--- src/rtl/cpu_ctrl_pkg.sv ---
// Run-control state encodings and divider helper shared by the CPU front panel logic.
// Pure declarations: no latency, no flow control.
package cpu_ctrl_pkg;

   typedef enum logic [1:0] {
      ST_IDLE = 2'b00,
      ST_RUN  = 2'b01,
      ST_STEP = 2'b10,
      ST_HALT = 2'b11
   } run_state_t;

   // Returns the terminal count (period - 1) for the selected run rate.
   function automatic logic [31:0] div_last(
      input logic [1:0]  hz,
      input logic [31:0] d0,
      input logic [31:0] d1,
      input logic [31:0] d2,
      input logic [31:0] d3
   );
      logic [31:0] d;
      case (hz)
         2'b00:   d = d0;
         2'b01:   d = d1;
         2'b10:   d = d2;
         default: d = d3;
      endcase
      return d - 32'd1;
   endfunction

endpackage

--- src/rtl/cpu_run_ctrl_btn_debounce.sv ---
// Button conditioner: 2-FF synchronizer, stability debounce, rising-edge one-cycle pulse.
// Pulse appears 2 + DEB_CYCLES cycles after a clean press; no backpressure.
module btn_debounce #(
   parameter int unsigned DEB_CYCLES = 100000
) (
   input  logic clk,
   input  logic clr,
   input  logic btn,
   output logic pulse
);

   localparam int unsigned   CW       = (DEB_CYCLES > 1) ? $clog2(DEB_CYCLES) : 1;
   localparam logic [CW-1:0] CNT_LAST = CW'(DEB_CYCLES - 1);

   logic          sync1;
   logic          sync2;
   logic          level;
   logic [CW-1:0] cnt;
   logic          settle;

   // The new level is accepted on the DEB_CYCLES-th consecutive differing sample.
   assign settle = (sync2 != level) && (cnt == CNT_LAST);

   always_ff @(posedge clk) begin
      if (clr) begin
         sync1 <= 1'b0;
         sync2 <= 1'b0;
         level <= 1'b0;
         cnt   <= '0;
         pulse <= 1'b0;
      end else begin
         sync1 <= btn;
         sync2 <= sync1;
         pulse <= settle && sync2;
         if (sync2 == level) begin
            cnt <= '0;
         end else if (settle) begin
            level <= sync2;
            cnt   <= '0;
         end else begin
            cnt <= cnt + 1'b1;
         end
      end
   end

endmodule

--- src/rtl/cpu_run_ctrl.sv ---
// CPU run controller: free-run at a selectable tick rate, single-step, halt and resume.
// cpu_en is valid in the tick cycle (RUN) or the cycle after a button pulse; no backpressure.
module cpu_run_ctrl
   import cpu_ctrl_pkg::*;
#(
   parameter int unsigned DIV0       = 10000,
   parameter int unsigned DIV1       = 100000,
   parameter int unsigned DIV2       = 1000000,
   parameter int unsigned DIV3       = 10000000,
   parameter int unsigned DEB_CYCLES = 100000
) (
   input  logic        clk,
   input  logic        clr,
   input  logic [1:0]  Hz,
   input  logic        step_mode,
   input  logic        go_btn,
   input  logic        step_btn,
   input  logic        cpu_halt,
   output logic        cpu_en,
   output logic [1:0]  run_state,
   output logic [31:0] en_count
);

   logic        go_p;
   logic        step_p;
   logic [1:0]  hz_q;
   logic [31:0] div_last_q;
   logic [31:0] div_cnt;
   logic        hz_chg;
   logic        tick;
   logic        run_en;
   logic        pend_q;
   logic        pend_d;
   run_state_t  state_q;
   run_state_t  state_d;

   btn_debounce #(.DEB_CYCLES(DEB_CYCLES)) u_go_deb (
      .clk   (clk),
      .clr   (clr),
      .btn   (go_btn),
      .pulse (go_p)
   );

   btn_debounce #(.DEB_CYCLES(DEB_CYCLES)) u_step_deb (
      .clk   (clk),
      .clr   (clr),
      .btn   (step_btn),
      .pulse (step_p)
   );

   // Terminal count is registered so the tick path is a plain 32-bit equality.
   always_ff @(posedge clk) begin
      hz_q       <= Hz;
      div_last_q <= div_last(Hz, 32'(DIV0), 32'(DIV1), 32'(DIV2), 32'(DIV3));
   end

   // A rate change restarts the period; the stale terminal count is never used.
   assign hz_chg = (Hz != hz_q);
   assign tick   = (state_q == ST_RUN) && !hz_chg && (div_cnt == div_last_q);

   always_comb begin
      state_d = state_q;
      pend_d  = 1'b0;
      run_en  = 1'b0;
      case (state_q)
         ST_IDLE: begin
            if (go_p) state_d = step_mode ? ST_STEP : ST_RUN;
         end
         ST_RUN: begin
            run_en = tick && !cpu_halt;
            if (tick && cpu_halt) state_d = ST_HALT;
            else if (step_mode)   state_d = ST_STEP;
         end
         ST_STEP: begin
            if (!step_mode) begin
               state_d = ST_RUN;
            end else if (step_p) begin
               if (cpu_halt) state_d = ST_HALT;
               else          pend_d  = 1'b1;
            end
         end
         ST_HALT: begin
            if (go_p) begin
               pend_d  = 1'b1;
               state_d = step_mode ? ST_STEP : ST_RUN;
            end
         end
         default: state_d = ST_IDLE;
      endcase
   end

   assign cpu_en    = !clr && (pend_q || run_en);
   assign run_state = state_q;

   always_ff @(posedge clk) begin
      if (clr) begin
         state_q  <= ST_IDLE;
         pend_q   <= 1'b0;
         en_count <= '0;
         div_cnt  <= '0;
      end else begin
         state_q <= state_d;
         pend_q  <= pend_d;
         if (cpu_en) en_count <= en_count + 32'd1;
         if ((state_q != ST_RUN) || hz_chg || tick) div_cnt <= '0;
         else                                      div_cnt <= div_cnt + 32'd1;
      end
   end

endmodule
--- config.mk ---
export PLATFORM = sky130hd
export DESIGN_NAME = cpu_run_ctrl
export DESIGN_NICKNAME = d
export VERILOG_FILES = /design/src/rtl/cpu_ctrl_pkg.sv /design/src/rtl/cpu_run_ctrl_btn_debounce.sv /design/src/rtl/cpu_run_ctrl.sv
export SDC_FILE = /design/constraint.sdc
export NUM_CORES = 1
export LEC_CHECK = 0
export CAP_MARGIN = 20
export CORE_UTILIZATION = 30
export DETAILED_ROUTE_END_ITERATION = 10
export GPL_TIMING_DRIVEN = 0
export PLACE_DENSITY = 0.48
export SLEW_MARGIN = 20
export SYNTH_ARGS = -nofsm -noshare
export SYNTH_HDL_FRONTEND = slang
export SYNTH_SLANG_ARGS = --single-unit
--- constraint.sdc ---
create_clock -name clk -period 4.4 [get_ports clk]
set_input_delay 0.88 -clock clk [delete_from_list [all_inputs] [get_ports clk]]
set_output_delay 0.88 -clock clk [all_outputs]
set_load 0.01 [all_outputs]
* Yosys cells after proc, flatten, opt, wreduce, memory -nomap -nowiden
Cells that the tools add are included.
** Cells by class
- Add/subtract/negate cells :: 5
- Eq/ne operators :: 18
- Muxes and demuxes :: 15
- Bitwise operators :: 2
- Reductions and logical operators :: 24
** Operators by type and width (count)
- case mux 24 bit (3 select lines) :: 1
- adder 32 x 1 -> 32 bit, second input constant :: 2
- adder 17 x 1 -> 17 bit, second input constant :: 2
- equality test 17 bit, second input constant :: 2
- equality test 32 bit :: 1
- subtractor 32 x 1 -> 32 bit, second input constant :: 1
- two-way mux 2 bit :: 7
- logical AND 1 bit :: 9
- equality test 2 bit, second input constant :: 3
- inequality test 3 x 2 -> 1 bit, second input constant :: 2
- case mux 2 bit (3 select lines) :: 1
- OR reduction 3 bit :: 2
- two-way mux 1 bit :: 5
- equality test 2 x 1 -> 1 bit, second input constant :: 2
- zero test 2 bit :: 2
- inequality test 2 x 1 -> 1 bit, second input constant :: 2
- AND reduction 2 bit :: 2
- AND reduction 4 bit :: 1
- OR reduction 2 bit :: 2
- zero test 1 bit :: 3
- logical OR 1 bit :: 3
- inequality test 3 bit, second input constant :: 1
- equality test 1 bit :: 2
- inequality test 1 bit :: 2
- 3 further kinds :: 4
** Word-level totals
- Bits in registers :: 143
- Input bits :: 8
- Output and inout port bits :: 35
- Logic and storage cells :: 80

* Depth between registers and ports, before layout
- Depth in word-level cells :: 8
- Depth in mapped cells :: 9

* By module
Synthesis repeated with hierarchy kept, for this count alone.
** Unflattened totals
- Cell total of the unflattened synthesis :: 677
- Area total of the unflattened synthesis :: 5918.2 um^2
** By module, submodules not included
- cpu_run_ctrl :: instances 1, cells each 461, area each 3951.3 um^2, seq. area each 1601.5 um^2
- btn_debounce :: instances 2, cells each 108, area each 983.4 um^2, seq. area each 420.4 um^2

* Least setup slack after synthesis
Ideal clock, no wire load.
- Kind :: input to output
- From :: input Hz[1]
- To :: output cpu_en
- Arrival time :: 1982 ps
- Data required time :: 3520 ps
- Path slack :: 1538 ps
- Stages on the path :: 7
- Path buffers :: 2
- Path through :: xnor2_1 nand3_1 nor2_1 a31oi_4 clkbuf_1 buf_2 nor2_1
** On the way
- Cells in the longest elaborated chain, start to end :: 8
** RTL lines
- start: declaration :: line cpu_run_ctrl.sv:14 : input logic [1:0] Hz,
- inequality test 2 bit :: line cpu_run_ctrl.sv:58 : assign hz_chg = (Hz != hz_q);
- zero test 1 bit :: line cpu_run_ctrl.sv:59 : assign tick = (state_q == ST_RUN) && !hz_chg && (div_cnt == div_last_q);
- logical AND 1 bit (2 in series) :: line cpu_run_ctrl.sv:59
- logical AND 1 bit :: line cpu_run_ctrl.sv:70 : run_en = tick && !cpu_halt;
- two-way mux 1 bit :: line cpu_run_ctrl.sv:65 : case (state_q)
- logical OR 1 bit :: line cpu_run_ctrl.sv:92 : assign cpu_en = !clr && (pend_q || run_en);
- logical AND 1 bit :: line cpu_run_ctrl.sv:92
- end: declaration :: line cpu_run_ctrl.sv:19 : output logic cpu_en,
No other way between the ends.

* Worst setup path after layout
Ends and elaborated chain as after synthesis.

==> flow_summary_export.csv <==
group,metric,value,unit
setup_path,crit_family,"buffers and inverters",
run_status,status,"completed",
setup_path,rr_endpoint,"en_count[13]$_SDFFE_PP0P_",
setup_path,critPathArrivalTime,3.21,ns
clock_network,cts_buffers,17,
setup_path,cp.required,3.52,ns
logic_synthesis,yosys-top-cells-count,"dfxtp_1, nor2_1, nand3_1",
global_route,grtUsageMet1,0.179,
placement,globalplace.congestion,0.753,
drt,drt_iter0_drc,220,
sta,final_max_slew_viol_count,0,
drt,routed_via_density,4.98,
logic_synthesis,yosys.area.top_type_share,0.445,
floorplan,die_area,0.0188,mm²
sta,rsz0062_at_grt,"false",
clock_network,insertion_delay,0.42,ns
logic_synthesis,syn-num-nets,650,
sta,hold_viol_final,0,
global_route,met3_usage,0.0445,
setup_path,crit_type,"in2out",
drt,wl_per_cell,13.7,µm
floorplan,die_w,137,µm
clock_network,cts_root_buf,"clkbuf_16",
logic_synthesis,synth_top_cell_by_area,"dfxtp_1",
drt,num_vias,4635,
sta,slew_headroom,0.488,
global_route,grt_max_degree,19,
logic_synthesis,synth_edf_count,0,
clock_network,path_clk_slew,0.06,ns
sta,max_freq,245,MHz
floorplan,ioPinCount,43,
logic_synthesis,ys_seq_area_frac,0.445,
cells_and_area,multi_input_area,0.00286,mm²
placement,place_hpwl,9.08,mm
sta,final-setup-viol-count,0,
setup_path,cp-end-kind,"output port",
floorplan,die_y,137,µm
logic_synthesis,synth_cell_type_count,43,
setup_path,worstReg2RegStart,"div_cnt[0]$_SDFF_PP0_",
setup_path,start_kind,"input pin",
pwr,p_per_area,425,mW/mm²
floorplan,floorplan.rows,49,
clock_network,htreeDepth,4,
setup_path,crit_buf_inv,3,
logic_synthesis,synthTopCellsByArea,"dfxtp_1, nor2_1, xor2_1",
clock_network,cts.sinks,122,
logic_synthesis,ys_ff_latch,122,
global_route,grt_pass1_vias,4360,
sta,min_period,4.09,ns
floorplan,initial_core_util,0.305,
run,cap_violations,0,
sta,clock_skew,0.0120,ns
global_route,grt_pass1_wl,21.3,mm
drt,drt.antenna.violating_nets,0,
drt,drc,0,
floorplan,core_area,0.0180,mm²
placement,portBuffers,42,
cells_and_area,nNetsFinal,710,
logic_synthesis,synthFlopType,"dfxtp_1",
setup_path,ff2ff_path_depth,9,
cells_and_area,fillCellCount,1820,
setup_path,cp-endpoint,"cpu_en",
clock_network,cts_resized,0,
logic_synthesis,syn_inst,628,
sta,fin_tns_setup,0,ns
setup_path,startpoint,"Hz[1]",
clock_network,post-cts-setup-buffers,0,
setup_path,cpPeakStageDelay,0.53,ns
global_route,gr-total-overflow,0,
logic_synthesis,async_reset_ff_frac,0,
drt,drt-pass1-iter-count,5,
sta,worstMarginPinSlew,0.760,ns
logic_synthesis,yosys_warnings,0,
setup_path,critPathSlowestCell,"clkdlybuf4s50_1",
cells_and_area,regArea,0.00244,mm²
global_route,met2_usage,0.245,
hold_path,min_path_type,"reg2reg",
logic_synthesis,syn_avg_cell_area,8.73,µm²
pwr,ir_worst_vdd,243,µV
cells_and_area,drive_gt1_frac,0.0613,
clock_network,clock_path_buffers,2,
setup_path,r2r_setup_slack,1.82,ns
setup_path,crit_chain,"clkdlybuf4s50_1, xnor2_1, nand3_1, nor2_1, a31oi_4, buf_2, nor2_1, clkdlybuf4s50_1",
pwr,leakage,2.27,nW
setup_path,worstSetupPathDepth,8,
cells_and_area,antenna_cells,0,
sta,whs,0.437,ns
setup_path,cp_max_fo,18,
global_route,grt_usage,0.145,
cells_and_area,area_growth_syn_to_layout,25.3,%
logic_synthesis,yosysMostFrequentCell,"dfxtp_1",
clock_network,cts_tree,"done",
logic_synthesis,synth_area,0.00548,mm²
global_route,antenna_found_initial,0,
sta,period_share,0.928,
drt,wl,12.7,mm
global_route,grt_most_used_layer,"met2",
clock_network,hold_buffers,0,
[final cells by class]
type                    instances  area share
well taps                     229      0.0417
flip-flops and latches        122       0.355
repair buffers                 42      0.0612
inverters                      18     0.00983
clock buffers                  21      0.0685
multi-input cells             461       0.416
clock inverters                11      0.0313
plain buffers                  26      0.0158
[routing by layer]
layer | vias up | routed length, µm | share of wire
met2 | 93 | 6140 | 0.48
met1 | 2198 | 5850 | 0.46
met3 | 8 | 620 | 0.049
met5 | - | 0 | 0
met4 | 0 | 112 | 0.0088
li1 | 2336 | - | -
[logic make-up (layout without fill, tap and decap cells)]
kind of cell,count (synthesis),after routing,synth area share
AO/OA/AOI/OAI,75,75,0.0815
XOR/XNOR,71,71,0.113
adder cells (fa/ha/maj),14,14,0.0319
buffers and inverters,45,118,0.0329
flip-flops,122,122,0.445
multiplexers,5,5,0.00936
AND/OR/NAND/NOR,296,296,0.285
[report_power, final]
group	total [mW]	internal, mW	leakage (nW)	switching [mW]
Clock	1.61	1.11	0.333	0.504
Combinational	0.165	0.0761	0.950	0.0893
Sequential	1.14	1.13	0.987	0.0187
Total	2.92	2.31	2.27	0.612
[sequential cells by signal, summed over array words and instances, names as in the netlist, 2 cells and up]
register and cells:
u_go_deb.cnt 17, div_last_q 11, u_step_deb.cnt 17, div_cnt 32, hz_q 2, run_state 2
en_count 32
[cells in the final DEF (no fill, tap or decap), drive strengths merged, types with 2 or more instances in the layout]
master,n
and4,13
inv,18
dfxtp,122
a21oi,33
or2,3
clkbuf,41
nor3,11
clkinv,4
clkdlybuf4s50,42
buf,6
nor2b,7
o21ai,21
mux2i,4
xnor2,34
and3b,2
nand2,31
ha,14
nand4,23
or3,22
o31ai,12
nor4,10
and3,19
bufinv,6
nand3,45
xor2,37
and2,7
nor2,87
or4,12
[worst min path at each step]
stage | startpoint | end | cells past startpoint
floorplan | u_go_deb.sync1$_SDFF_PP0_ | u_go_deb.sync2$_SDFF_PP0_ | 1
detailed placement | u_go_deb.sync1$_SDFF_PP0_ | u_go_deb.sync2$_SDFF_PP0_ | 1
global placement | u_go_deb.sync1$_SDFF_PP0_ | u_go_deb.sync2$_SDFF_PP0_ | 1
finish | u_go_deb.sync1$_SDFF_PP0_ | u_go_deb.sync2$_SDFF_PP0_ | 1
global route | u_step_deb.sync1$_SDFF_PP0_ | u_step_deb.sync2$_SDFF_PP0_ | 1
CTS | u_go_deb.sync1$_SDFF_PP0_ | u_go_deb.sync2$_SDFF_PP0_ | 1
[stage by stage]
step                power (mW)  setup slack [ns]  utilization  area, µm²  std cells
finish                    2.92             0.315        0.383       6870        930
global route              3.04             0.104        0.383       6870        930
CTS                       2.96             0.269        0.383       6870        930
detailed placement        1.34           0.00708        0.345       6190        899
global placement          1.33            0.0605        0.345       6190        899
floorplan                 1.28              1.54            -       5480        628
[worst reg2reg max path, stage by stage (launching register included)]
cell	delay, ns
dfxtp_1	0.33
ha_1	0.24
and3_1	0.25
nand3_1	0.16
nor3_4	0.07
a31oi_4	0.50
buf_6	0.23
clkbuf_1	0.42
o31ai_1	0.16
a21oi_1	0.15
Power figures use the tool's default switching activity.
